<file path="src/rtl/gba_bus_fabric.sv">
// gba_bus_fabric
// ---------------------------------------------------------------------------
// Bus fabric between the GBA cartridge-bus front end and N byte-wide
// peripherals. It decodes each request against a per-slave base/mask window,
// with the lowest index winning on overlap. It then issues a one-cycle strobe
// to the hit slave and waits for that slave's ready. The result is reported
// as a registered miso/done pair. Unmapped accesses complete with
// DEFAULT_DATA and an err pulse. Unmapped accesses, timeouts and dropped
// requests are all counted in a saturating err_cnt.
//
// Optional feature macro: GBA_BUS_FABRIC_TIMEOUT_EN
//   defined   : an access whose slave does not raise ready within TIMEOUT
//               cycles completes with DEFAULT_DATA and an err pulse.
//   undefined : the fabric waits indefinitely for ready.
//
// Ports
//   clk, rst   system clock, synchronous active-high reset
//   addr       request address from the GBA front end
//   mosi       write data
//   write      one-cycle write request pulse (wins over a simultaneous read)
//   read       one-cycle read request pulse
//   miso       registered read data back to the GBA side
//   done       one-cycle completion pulse
//   busy       high while a transaction is outstanding
//   err        one-cycle pulse on unmapped access or timeout
//   err_cnt    saturating count of errors and dropped (overrun) requests
//   s_addr     latched address, shared by all slaves
//   s_mosi     latched write data, shared by all slaves
//   s_write    one-hot write strobe
//   s_read     one-hot read strobe
//   s_miso     flattened slave read data, slice i = slave i
//   s_ready    per-slave completion
// ---------------------------------------------------------------------------
module gba_bus_fabric #(
  parameter int unsigned                  N_SLAVES     = 2,
  parameter int unsigned                  ADDR_W       = 16,
  parameter int unsigned                  DATA_W       = 8,
  parameter logic [N_SLAVES*ADDR_W-1:0]   SLAVE_BASE   = {16'h0000, 16'h0000},
  parameter logic [N_SLAVES*ADDR_W-1:0]   SLAVE_MASK   = {16'h0000, 16'hFFFE},
  parameter int unsigned                  TIMEOUT      = 16,
  parameter logic [DATA_W-1:0]            DEFAULT_DATA = 8'hFF
) (
  input  logic                        clk,
  input  logic                        rst,
  input  logic [ADDR_W-1:0]           addr,
  input  logic [DATA_W-1:0]           mosi,
  input  logic                        write,
  input  logic                        read,
  output logic [DATA_W-1:0]           miso,
  output logic                        done,
  output logic                        busy,
  output logic                        err,
  output logic [7:0]                  err_cnt,
  output logic [ADDR_W-1:0]           s_addr,
  output logic [DATA_W-1:0]           s_mosi,
  output logic [N_SLAVES-1:0]         s_write,
  output logic [N_SLAVES-1:0]         s_read,
  input  logic [N_SLAVES*DATA_W-1:0]  s_miso,
  input  logic [N_SLAVES-1:0]         s_ready
);

  localparam int unsigned SEL_W = (N_SLAVES > 1) ? $clog2(N_SLAVES) : 1;

  // Reject unusable configurations at elaboration time.
  if (N_SLAVES < 1 || N_SLAVES > 8 || TIMEOUT < 1) begin : g_param_check
    $error("gba_bus_fabric: N_SLAVES must be 1..8 and TIMEOUT at least 1");
  end

  typedef enum logic [1:0] {
    IDLE,
    ACCESS,
    RESP
  } state_t;

  state_t              r_state;
  logic [DATA_W-1:0]   r_miso;
  logic                r_done;
  logic                r_err;
  logic [7:0]          r_err_cnt;
  logic [ADDR_W-1:0]   r_addr;
  logic [DATA_W-1:0]   r_mosi;
  logic [N_SLAVES-1:0] r_s_write;
  logic [N_SLAVES-1:0] r_s_read;
  logic [SEL_W-1:0]    r_sel;
  logic                r_is_wr;

`ifdef GBA_BUS_FABRIC_TIMEOUT_EN
  localparam int unsigned TCNT_W = $clog2(TIMEOUT + 1);
  logic [TCNT_W-1:0]   r_tcnt;
`endif

  logic                w_hit;
  logic [SEL_W-1:0]    w_sel;
  logic [N_SLAVES-1:0] w_onehot;
  logic                w_req;
  logic                w_idle;
  logic                w_sel_ready;
  logic [DATA_W-1:0]   w_sel_data;
  logic                w_timeout;
  logic                w_err_ev;
  logic                w_ovr_ev;
  logic [8:0]          w_cnt_sum;
  logic [7:0]          w_cnt_next;

  // Address decode: scan upward and keep the first hit so the lowest index
  // wins when windows overlap.
  always_comb begin
    w_hit = 1'b0;
    w_sel = '0;
    for (int unsigned i = 0; i < N_SLAVES; i++) begin
      if (!w_hit &&
          ((addr & SLAVE_MASK[i*ADDR_W +: ADDR_W]) == SLAVE_BASE[i*ADDR_W +: ADDR_W])) begin
        w_hit = 1'b1;
        w_sel = SEL_W'(i);
      end
    end
  end

  assign w_onehot    = N_SLAVES'(1) << w_sel;
  assign w_req       = read | write;
  assign w_idle      = (r_state == IDLE);
  assign w_sel_ready = s_ready[r_sel];
  assign w_sel_data  = s_miso[r_sel*DATA_W +: DATA_W];

`ifdef GBA_BUS_FABRIC_TIMEOUT_EN
  // Ready on the last allowed cycle still wins over the timeout.
  assign w_timeout = (r_state == ACCESS) && !w_sel_ready &&
                     (r_tcnt == TCNT_W'(TIMEOUT - 1));
`else
  assign w_timeout = 1'b0;
`endif

  // Error and overrun can coincide (e.g. an unmapped write with a read also
  // asserted, or a timeout while a request is dropped). Both are added in the
  // same cycle before saturating.
  assign w_err_ev   = (w_idle && w_req && !w_hit) || w_timeout;
  assign w_ovr_ev   = w_req && (!w_idle || (read && write));
  assign w_cnt_sum  = {1'b0, r_err_cnt} + 9'(w_err_ev) + 9'(w_ovr_ev);
  assign w_cnt_next = w_cnt_sum[8] ? 8'hFF : w_cnt_sum[7:0];

  always_ff @(posedge clk) begin
    if (rst) begin
      r_state   <= IDLE;
      r_miso    <= '0;
      r_done    <= 1'b0;
      r_err     <= 1'b0;
      r_err_cnt <= '0;
      r_addr    <= '0;
      r_mosi    <= '0;
      r_s_write <= '0;
      r_s_read  <= '0;
      r_sel     <= '0;
      r_is_wr   <= 1'b0;
`ifdef GBA_BUS_FABRIC_TIMEOUT_EN
      r_tcnt    <= '0;
`endif
    end else begin
      r_s_write <= '0;
      r_s_read  <= '0;
      r_err     <= w_err_ev;
      r_err_cnt <= w_cnt_next;

      case (r_state)
        IDLE: begin
          r_done <= 1'b0;
          if (w_req) begin
            r_addr  <= addr;
            r_mosi  <= mosi;
            r_is_wr <= write;
            r_sel   <= w_sel;
            if (w_hit) begin
              r_state <= ACCESS;
              if (write) r_s_write <= w_onehot;
              else       r_s_read  <= w_onehot;
`ifdef GBA_BUS_FABRIC_TIMEOUT_EN
              r_tcnt  <= '0;
`endif
            end else begin
              r_state <= RESP;
              if (!write) r_miso <= DEFAULT_DATA;
            end
          end
        end

        ACCESS: begin
          if (w_sel_ready) begin
            if (!r_is_wr) r_miso <= w_sel_data;
            r_done  <= 1'b1;
            r_state <= RESP;
          end else if (w_timeout) begin
            if (!r_is_wr) r_miso <= DEFAULT_DATA;
            r_done  <= 1'b1;
            r_state <= RESP;
          end
`ifdef GBA_BUS_FABRIC_TIMEOUT_EN
          else begin
            r_tcnt <= r_tcnt + 1'b1;
          end
`endif
        end

        RESP: begin
          // An unmapped access enters RESP straight from IDLE with done low.
          // It spends one extra cycle here so that done lands in the same
          // cycle as on the fastest mapped access.
          if (r_done) begin
            r_done  <= 1'b0;
            r_state <= IDLE;
          end else begin
            r_done  <= 1'b1;
          end
        end

        default: begin
          r_done  <= 1'b0;
          r_state <= IDLE;
        end
      endcase
    end
  end

  assign miso    = r_miso;
  assign done    = r_done;
  assign busy    = (r_state != IDLE);
  assign err     = r_err;
  assign err_cnt = r_err_cnt;
  assign s_addr  = r_addr;
  assign s_mosi  = r_mosi;
  assign s_write = r_s_write;
  assign s_read  = r_s_read;

endmodule

</file>
<file path="config.mk">
export PLATFORM = sky130hd
export DESIGN_NAME = gba_bus_fabric
export DESIGN_NICKNAME = d
export VERILOG_FILES = /design/src/rtl/gba_bus_fabric.sv
export SDC_FILE = /design/constraint.sdc
export NUM_CORES = 1
export LEC_CHECK = 0
export CAP_MARGIN = 20
export CORE_ASPECT_RATIO = 1.5
export CORE_MARGIN = 2
export CORE_UTILIZATION = 44
export CTS_BUF_LIST = sky130_fd_sc_hd__clkbuf_16
export CTS_CLUSTER_SIZE = 28
export DETAILED_ROUTE_END_ITERATION = 10
export MAX_ROUTING_LAYER = met4
export PLACE_DENSITY = 0.93
export SLEW_MARGIN = 20
export SYNTH_ARGS = -nofsm -noshare
export SYNTH_HDL_FRONTEND = slang
export SYNTH_SLANG_ARGS = --single-unit
</file>
<file path="constraint.sdc">
create_clock -name clk -period 5.8 [get_ports clk]
set_clock_uncertainty 0.1 [all_clocks]
set_input_delay 1.16 -clock clk [delete_from_list [all_inputs] [get_ports clk]]
set_output_delay 1.16 -clock clk [all_outputs]
set_load 0.05 [all_outputs]
</file>
* Word level (Yosys, flattened, before mapping)
Cells that the tools add are included.
** Storage, ports and cells
- Flip-flop bits (word level) :: 49
- Input bits :: 46
- Output and inout bits :: 47
- Logic and storage cells :: 48
** Cells by class
- Add/subtract/negate cells :: 1
- $lt $le $gt $ge :: 1
- Equality and inequality tests :: 5
- Shifts and indexed selects :: 2
- Muxes and demuxes :: 12
- Bitwise gates (word level) :: 5
- Reduce and logical (&&, ||, !) cells :: 12
** Operators with widths (number)
- $logic_not 16->1 :: 1
- $shiftx 16x5->8 :: 1
- $add 8x1->9 :: 1
- $mux 8 :: 1
- $reduce_or 4->1 :: 2
- $mux 1 :: 6
- $mux 2 :: 3
- $ne 2x2->1 const B :: 3
- $pmux 2 s3 :: 1
- $reduce_and 3->1 :: 2
- $not 1->1 :: 4
- $eq 2x1->1 const B :: 1
- $eq 2x2->1 const B :: 1
- $logic_and 1x1->1 :: 2
- $logic_not 2->1 :: 1
- $lt 1x2->1 const B :: 1
- $pmux 1 s2 :: 1
- $reduce_and 2->1 :: 1
- $reduce_bool 2->1 :: 1
- $shl 1x1->2 const A :: 1
- $logic_not 1->1 :: 1
- $logic_or 1x1->1 :: 1
- $or 1x1->1 :: 1

* Logic depth before layout (Yosys ltp)
Gate-level depths: netlist of the first run.
- Depth in word-level cells :: 6
- Depth in mapped cells :: 10
- Gate-level depth less buffers :: 9

* Worst setup path after synthesis of the first run
No wires, ideal clock.
- Path type :: input to register
- Start :: in read
- End :: reg r_err_cnt[7], in the netlist err_cnt[7]
- Library setup time :: 0.130 ns
- Arrival time :: 2.326 ns
- Data required time :: 5.570 ns
- Path slack :: 3.244 ns
- Stages on the path :: 5
- Buffers on the path :: 0
- Cells stage by stage :: maj3_1 -> ha_1 -> ha_1 -> nor4b_1 -> nor3b_1
** Between the ends
- Longest elaborated chain between the ends :: 5
- Elaborated cells on any way between the ends :: 6
- Those cells by class :: add/sub: 1; mux: 1; bitwise: 1; reduce/logical: 3
** RTL lines
- start, declared :: RTL line 48 : input logic read,
- $logic_and 1x1->1 :: RTL line 137 : assign w_ovr_ev = w_req && (!w_idle || (read && write));
- $logic_or 1x1->1 :: RTL line 137
- $logic_and 1x1->1 (*) :: RTL line 137
- $add 8x1->9 (*) :: RTL line 138 : assign w_cnt_sum = {1'b0, r_err_cnt} + 9'(w_err_ev) + 9'(w_ovr_ev);
- $mux 8 (*) :: RTL line 139 : assign w_cnt_next = w_cnt_sum[8] ? 8'hFF : w_cnt_sum[7:0];
- end signal, assigned :: RTL line 161 : r_err_cnt <= w_cnt_next;
- end, declared :: RTL line 79 : logic [7:0] r_err_cnt;
Mark *: on every way between the ends. The rest lies on a longest branch, timed or not.
A chain may end at the register's enable or synchronous reset.

* Worst setup path after layout of the first run
- Start :: reg r_state[0]
- End :: out busy
** Between the ends
- Longest elaborated chain between the ends :: 1
** RTL lines
- start, declared :: RTL line 75 : state_t r_state;
- start signal, assigned :: RTL line 143 : r_state <= IDLE;
- start signal, assigned :: RTL line 172 : r_state <= ACCESS;
- start signal, assigned :: RTL line 179 : r_state <= RESP;
- $reduce_bool 2->1 :: RTL line 224 : assign busy = (r_state != IDLE);
- end, declared :: RTL line 51 : output logic busy,
Every way passes these cells.

==> results of run 1 <==
-- layer usage --
metal,wire length (µm),vias to the layer above,GRT usage
li1,-,981,-
met1,1937,902,0.2231
met2,2738,72,0.3866
met3,368,11,0.04309
met4,108,0,0.08884
met5,0,-,-
-- logic make-up after synthesis --
group / share of synthesized area
adders and majority gates: 0.03600
and+or+nand+nor: 0.1968
buffers and inverters: 0.04718
other: 0.001860
xor gates and xnor gates: 0.008692
AOI/OAI and AO/OA: 0.1726
DFF: 0.4867
muxes: 0.05028
-- sequential cells by signal, summed over array words and instances (netlist names), 2 cells and up --
signal	flops
err_cnt	8
miso	8
r_state	2
s_addr	16
s_mosi	8
s_read	2
s_write	2
-- layout make-up --
cell class,instances,area share
repair buffers,92,0.2998
clock buffers,5,0.04085
well taps,48,0.01961
multi-input cells,164,0.3080
clock inverters,3,0.004085
flip-flops and latches,49,0.3203
inverters,6,0.007353
-- critical path, stage by stage, from the launching register on --
cell and delay, ns:
dfxtp_1 0.33, inv_1 0.08, ha_1 0.30, inv_1 0.12, clkdlybuf4s50_1 0.82
-- metrics by stage --
step           utilization  setup WS, ns  power [mW]
2_1_floorplan            -         3.244      0.8849
3_3_place_gp        0.6549         2.623       1.066
3_5_place_dp        0.6549         2.562       1.079
4_1_cts             0.6857         2.587       1.357
5_1_grt             0.6857         2.497       1.419
6_report            0.6857         2.606       1.343
-- where the power goes --
group          switching [mW]  internal, mW  leakage (nW)
logic                   0.407         0.217         0.670
registers              0.0439         0.404         0.402
clock network           0.115         0.156        0.0687
total                   0.566         0.777          1.14
-- synthesized netlist by cell type, types with 4 or more instances --
cell / n / share of area
nand2_1: 51 / 0.095
dfxtp_1: 49 / 0.49
a21oi_1: 36 / 0.089
a211oi_1: 14 / 0.052
mux2i_1: 9 / 0.045
clkbuf_1: 8 / 0.015
inv_1: 6 / 0.011
nand3_1: 6 / 0.015
nor2_1: 6 / 0.011
ha_1: 5 / 0.031
buf_2: 4 / 0.0099
nor2b_1: 4 / 0.012
-- how the worst min path moves through the flow --
| stage | startpoint | endpoint | slack (ns) | depth (start not counted) |
|---|---|---|---|---|
| detailed placement | s_addr[11] | s_addr[11] | 0.35 | 2 |
| finish | s_addr[11] | s_addr[11] | 0.36 | 2 |
| CTS | s_addr[11] | s_addr[11] | 0.36 | 2 |
| global placement | s_addr[1] | s_addr[1] | 0.34 | 2 |
| floorplan | r_is_wr | r_is_wr | 0.35 | 2 |
| global route | s_addr[8] | s_addr[8] | 0.38 | 2 |
==> run_results.csv, run 1 <==
group,metric,value,unit
global_route,grt_pass1_wl,8349,µm
critical_path,arrival,1.93,ns
clock_tree,htreeDepth,2,
sta,relSlewSlack,0.3581,
global_route,grt_max_degree,27,
floorplan,rows,30,
clock_tree,cts_setup_buffers,0,
critical_path,crit_path_max_fanout,8,
power,power.leakage,1.140,nW
worst_hold_path,hold_path.class,"flip-flop to flip-flop",
sta,whs,0.3558,ns
run,cap_violations,0,
sta,setup_viol,0,
global_route,grt_pass1_vias,1899,
routing,postRouteWirelength,5153,µm
synth,synth.distinct_cells,37,
floorplan,die_height,86.90,µm
clock_tree,clock_path_buffers,2,
synth,ys_seq_area_frac,0.4867,
synth,async_flop_share,0,
finish,layout_common_cells,"91 x clkdlybuf4s50_1, 51 x nand2_1, 49 x dfxtp_1, 36 x a21oi_1, 14 x a211oi_1",
critical_path,r2r_slack,3.43,ns
finish,drive_gt1_frac,0.02821,
synth,synth_flop_cell,"dfxtp_1",
clock_tree,cts.sink_count,49,
finish,area_delta_synth_final,51.96,%
clock_tree,cts_buffers,5,
critical_path,end_kind,"output pin",
critical_path,startpoint_type,"flip-flop",
place,placed_area,0.002925,mm²
critical_path,crit_type,"flip-flop to output pin",
place,hpwl,3900,µm
routing,drtIter0Drc,80,
critical_path,r2r-start,"r_state[1]",
place,dp.cells,359,
clock_tree,cts_root_buf,"clkbuf_16",
critical_path,startpoint,"r_state[0]",
sta,timing_hold_violations_final,0,
synth,synth_nets,285,
place,io_buffers,91,
floorplan,die_x,59.27,µm
critical_path,endpoint,"busy",
critical_path,r2r_cells,8,
finish,layout_commonest_cell,"clkdlybuf4s50_1",
sta,finalCriticalPeriod,3.194,ns
finish,seq_area,980.9,µm²
power,ir_drop,251.7,µV
sta,rsz0062_at_grt,"false",
synth,netlist_instances,234,
floorplan,start_util,0.4513,
synth,synth_seq_cells,49,
finish,postLayoutCellArea,0.003063,mm²
finish,multi_input_area,943.4,µm²
sta,fmax,313.1,MHz
routing,via_per_inst,5.357,
finish,fillers,358,
sta,fin_tns_setup,0,ns
finish,insertedDiodeCount,0,
sta,slew_violations,0,
place,place_congestion,0.7857,
critical_path,reg2reg_to,"err_cnt[7]",
clock_tree,clk_latency,0.28,ns
floorplan,pin_count,93,
synth,synth-warning-count,0,
global_route,grt_use_total,0.2161,
synth,avgSynthCellArea,8.614,µm²
clock_tree,hold_buffers,0,
routing,wl_per_cell,14.04,µm
critical_path,required,4.54,ns
synth,synth_edf_count,0,
clock_tree,cts_resized,0,
run_status,status,"finished clean",
routing,num_vias,1966,
global_route,antenna_found_initial,0,
sta,tightest_slew,0.9628,ns
power,power.density,438.6,mW/mm²
clock_tree,path_clk_slew,0.06,ns
floorplan,core-area,0.004467,mm²
sta,timing.final.crit_share,0.5507,
floorplan,die-area,0.005150,mm²
routing,antenna_left,0,
synth,netlist_area,0.002016,mm²
routing,drc,0,
routing,firstDrtPassIters,4,
global_route,grt-ovfl-total,0,
finish,fin_cells,367,
finish,nets,369,
clock_tree,cts_tree,"built",
Power figures use the tool's default switching activity.
==> run 2, diff against run 1 <==
- CORE_UTILIZATION: 44 -> 37
- PLACE_DENSITY: 0.93 -> 0.84
- clock period: 5.8 -> 2.7 ns (I/O delays scaled with it)
==> run_results.csv, run 2 (synthesis results as in run 1) <==
group,metric,value,unit
finish,fin_cells,395,
floorplan,pin_count,93,
critical_path,critPathMaxStageDelay,0.38,ns
clock_tree,cts_root_buf,"clkbuf_16",
floorplan,core-area,0.005205,mm²
clock_tree,clock_path_buffers,2,
sta,tightest_slew,0.5362,ns
routing,antenna_left,0,
critical_path,cp_top_family,"adder cells",
place,place_congestion,0.7866,
sta,whs,0.3532,ns
sta,finalCriticalPeriod,2.345,ns
global_route,grt-ovfl-total,0,
critical_path,crit_type,"flip-flop to flip-flop",
sta,fin_tns_setup,0,ns
routing,wl_per_cell,13.56,µm
run,cap_violations,0,
clock_tree,cts_resized,0,
critical_path,r2r_cells,8,
global_route,grt_max_degree,33,
routing,num_vias,1969,
worst_hold_path,hold_path_depth,2,
routing,firstDrtPassIters,5,
finish,postLayoutCellArea,0.003174,mm²
critical_path,critPathMostFrequentCell,"ha_1",
finish,layout_commonest_cell,"clkdlybuf4s50_1",
critical_path,cpMaxStageDelayCell,"maj3_1",
floorplan,start_util,0.3873,
place,io_buffers,91,
worst_hold_path,holdCritStartpoint,"s_addr[1]",
critical_path,crit_chain,"inv_1, ha_1, inv_1, maj3_1, ha_1, ha_1, nor4b_1, nor3b_1",
finish,nets,377,
finish,largest_reg_flops,16,
global_route,grt_pass1_vias,1904,
critical_path,reg2reg_to,"err_cnt[7]",
place,placed_area,0.003008,mm²
finish,area_delta_synth_final,57.48,%
routing,postRouteWirelength,5356,µm
sta,slew_violations,0,
sta,rsz0062_at_grt,"false",
global_route,grtUsageMet2,0.3411,
run_status,status,"finished clean",
clock_tree,cts.sink_count,49,
routing,via_per_inst,4.985,
clock_tree,hold_buffers,0,
routing,drc,0,
sta,timing_hold_violations_final,0,
finish,layout_common_cells,"90 x clkdlybuf4s50_1, 51 x nand2_1, 49 x dfxtp_1, 36 x a21oi_1, 14 x a211oi_1",
floorplan,die_height,94.40,µm
critical_path,crit_path_max_fanout,8,
finish,fillers,452,
clock_tree,path_clk_slew,0.06,ns
sta,timing.final.crit_share,0.8686,
global_route,grt_pass1_wl,8645,µm
floorplan,rows,32,
clock_tree,cts_buffers,5,
sta,fmax,426.4,MHz
finish,seq_area,980.9,µm²
critical_path,required,2.76,ns
place,dp.cells,387,
power,power.density,955.7,mW/mm²
critical_path,startpoint_type,"flip-flop",
critical_path,arrival,2.40,ns
global_route,grt_use_total,0.1858,
clock_tree,cts_tree,"built",
critical_path,r2r-start,"r_state[0]",
clock_tree,cts_setup_buffers,0,
finish,multi_input_area,943.4,µm²
routing,drtIter0Drc,74,
clock_tree,htreeDepth,2,
worst_hold_path,hold_path.class,"flip-flop to flip-flop",
global_route,grtUsageMet1,0.1886,
critical_path,end_kind,"flip-flop",
floorplan,die-area,0.006066,mm²
floorplan,die_x,64.27,µm
power,power.leakage,1.189,nW
sta,setup_viol,0,
finish,post-route-util,0.6099,
place,hpwl,4081,µm
global_route,use_met3,0.06079,
global_route,antenna_found_initial,0,
global_route,gr-max-usage-layer,"met2",
power,ir_drop,614.1,µV
worst_hold_path,holdPathEnd,"s_addr[1]",
finish,insertedDiodeCount,0,
finish,drive_gt1_frac,0.05810,
sta,relSlewSlack,0.6414,
clock_tree,clk_latency,0.28,ns
critical_path,r2r_slack,0.35,ns
critical_path,cp_num_buf_inv,2,
[run 2: report_power, final]
group	total, mW	switching, mW	leakage, nW	internal, mW
sequential	0.947	0.0783	0.402	0.868
clock	0.688	0.254	0.0775	0.433
combinational	1.40	0.896	0.710	0.503
[run 2: layout make-up]
cell class,count,share of cell area
clock inverter,3,0.01301
tap,68,0.02680
timing repair buffer,100,0.3075
clock buffer,5,0.03942
sequential,49,0.3090
multi-input combinational,164,0.2972
inverter,6,0.007095
[run 2: layer usage]
metal,vias up,wire [µm],share of wire
met5,-,0,0
met4,0,38,0.0071
met3,4,408,0.076
met2,62,2885,0.54
met1,915,2024,0.38
li1,988,-,-
[run 2: how the worst max path moves through the flow]
stage / from / to / slack (ns) / cells past startpoint
after global routing: r_state[0] / err_cnt[7] / 0.21 / 8
after global placement: read / err_cnt[7] / 0.22 / 6
after floorplan: r_state[0] / err_cnt[7] / 0.27 / 9
final: r_state[0] / err_cnt[7] / 0.35 / 8
after CTS: r_state[0] / err_cnt[7] / 0.35 / 8
after detailed placement: read / err_cnt[7] / 0.18 / 6
[run 2: worst min-delay path, cell delays in order, from the launching register on]
cell and delay (ns):
dfxtp_1 0.31, nand2_1 0.05, a21oi_1 0.05
[run 2: stage by stage]
stage | setup WS [ns] | power (mW)
3_3_place_gp | 0.2213 | 2.344
3_5_place_dp | 0.1814 | 2.367
6_report | 0.3549 | 3.034
4_1_cts | 0.3464 | 3.066
2_1_floorplan | 0.2672 | 1.901
5_1_grt | 0.2069 | 3.204
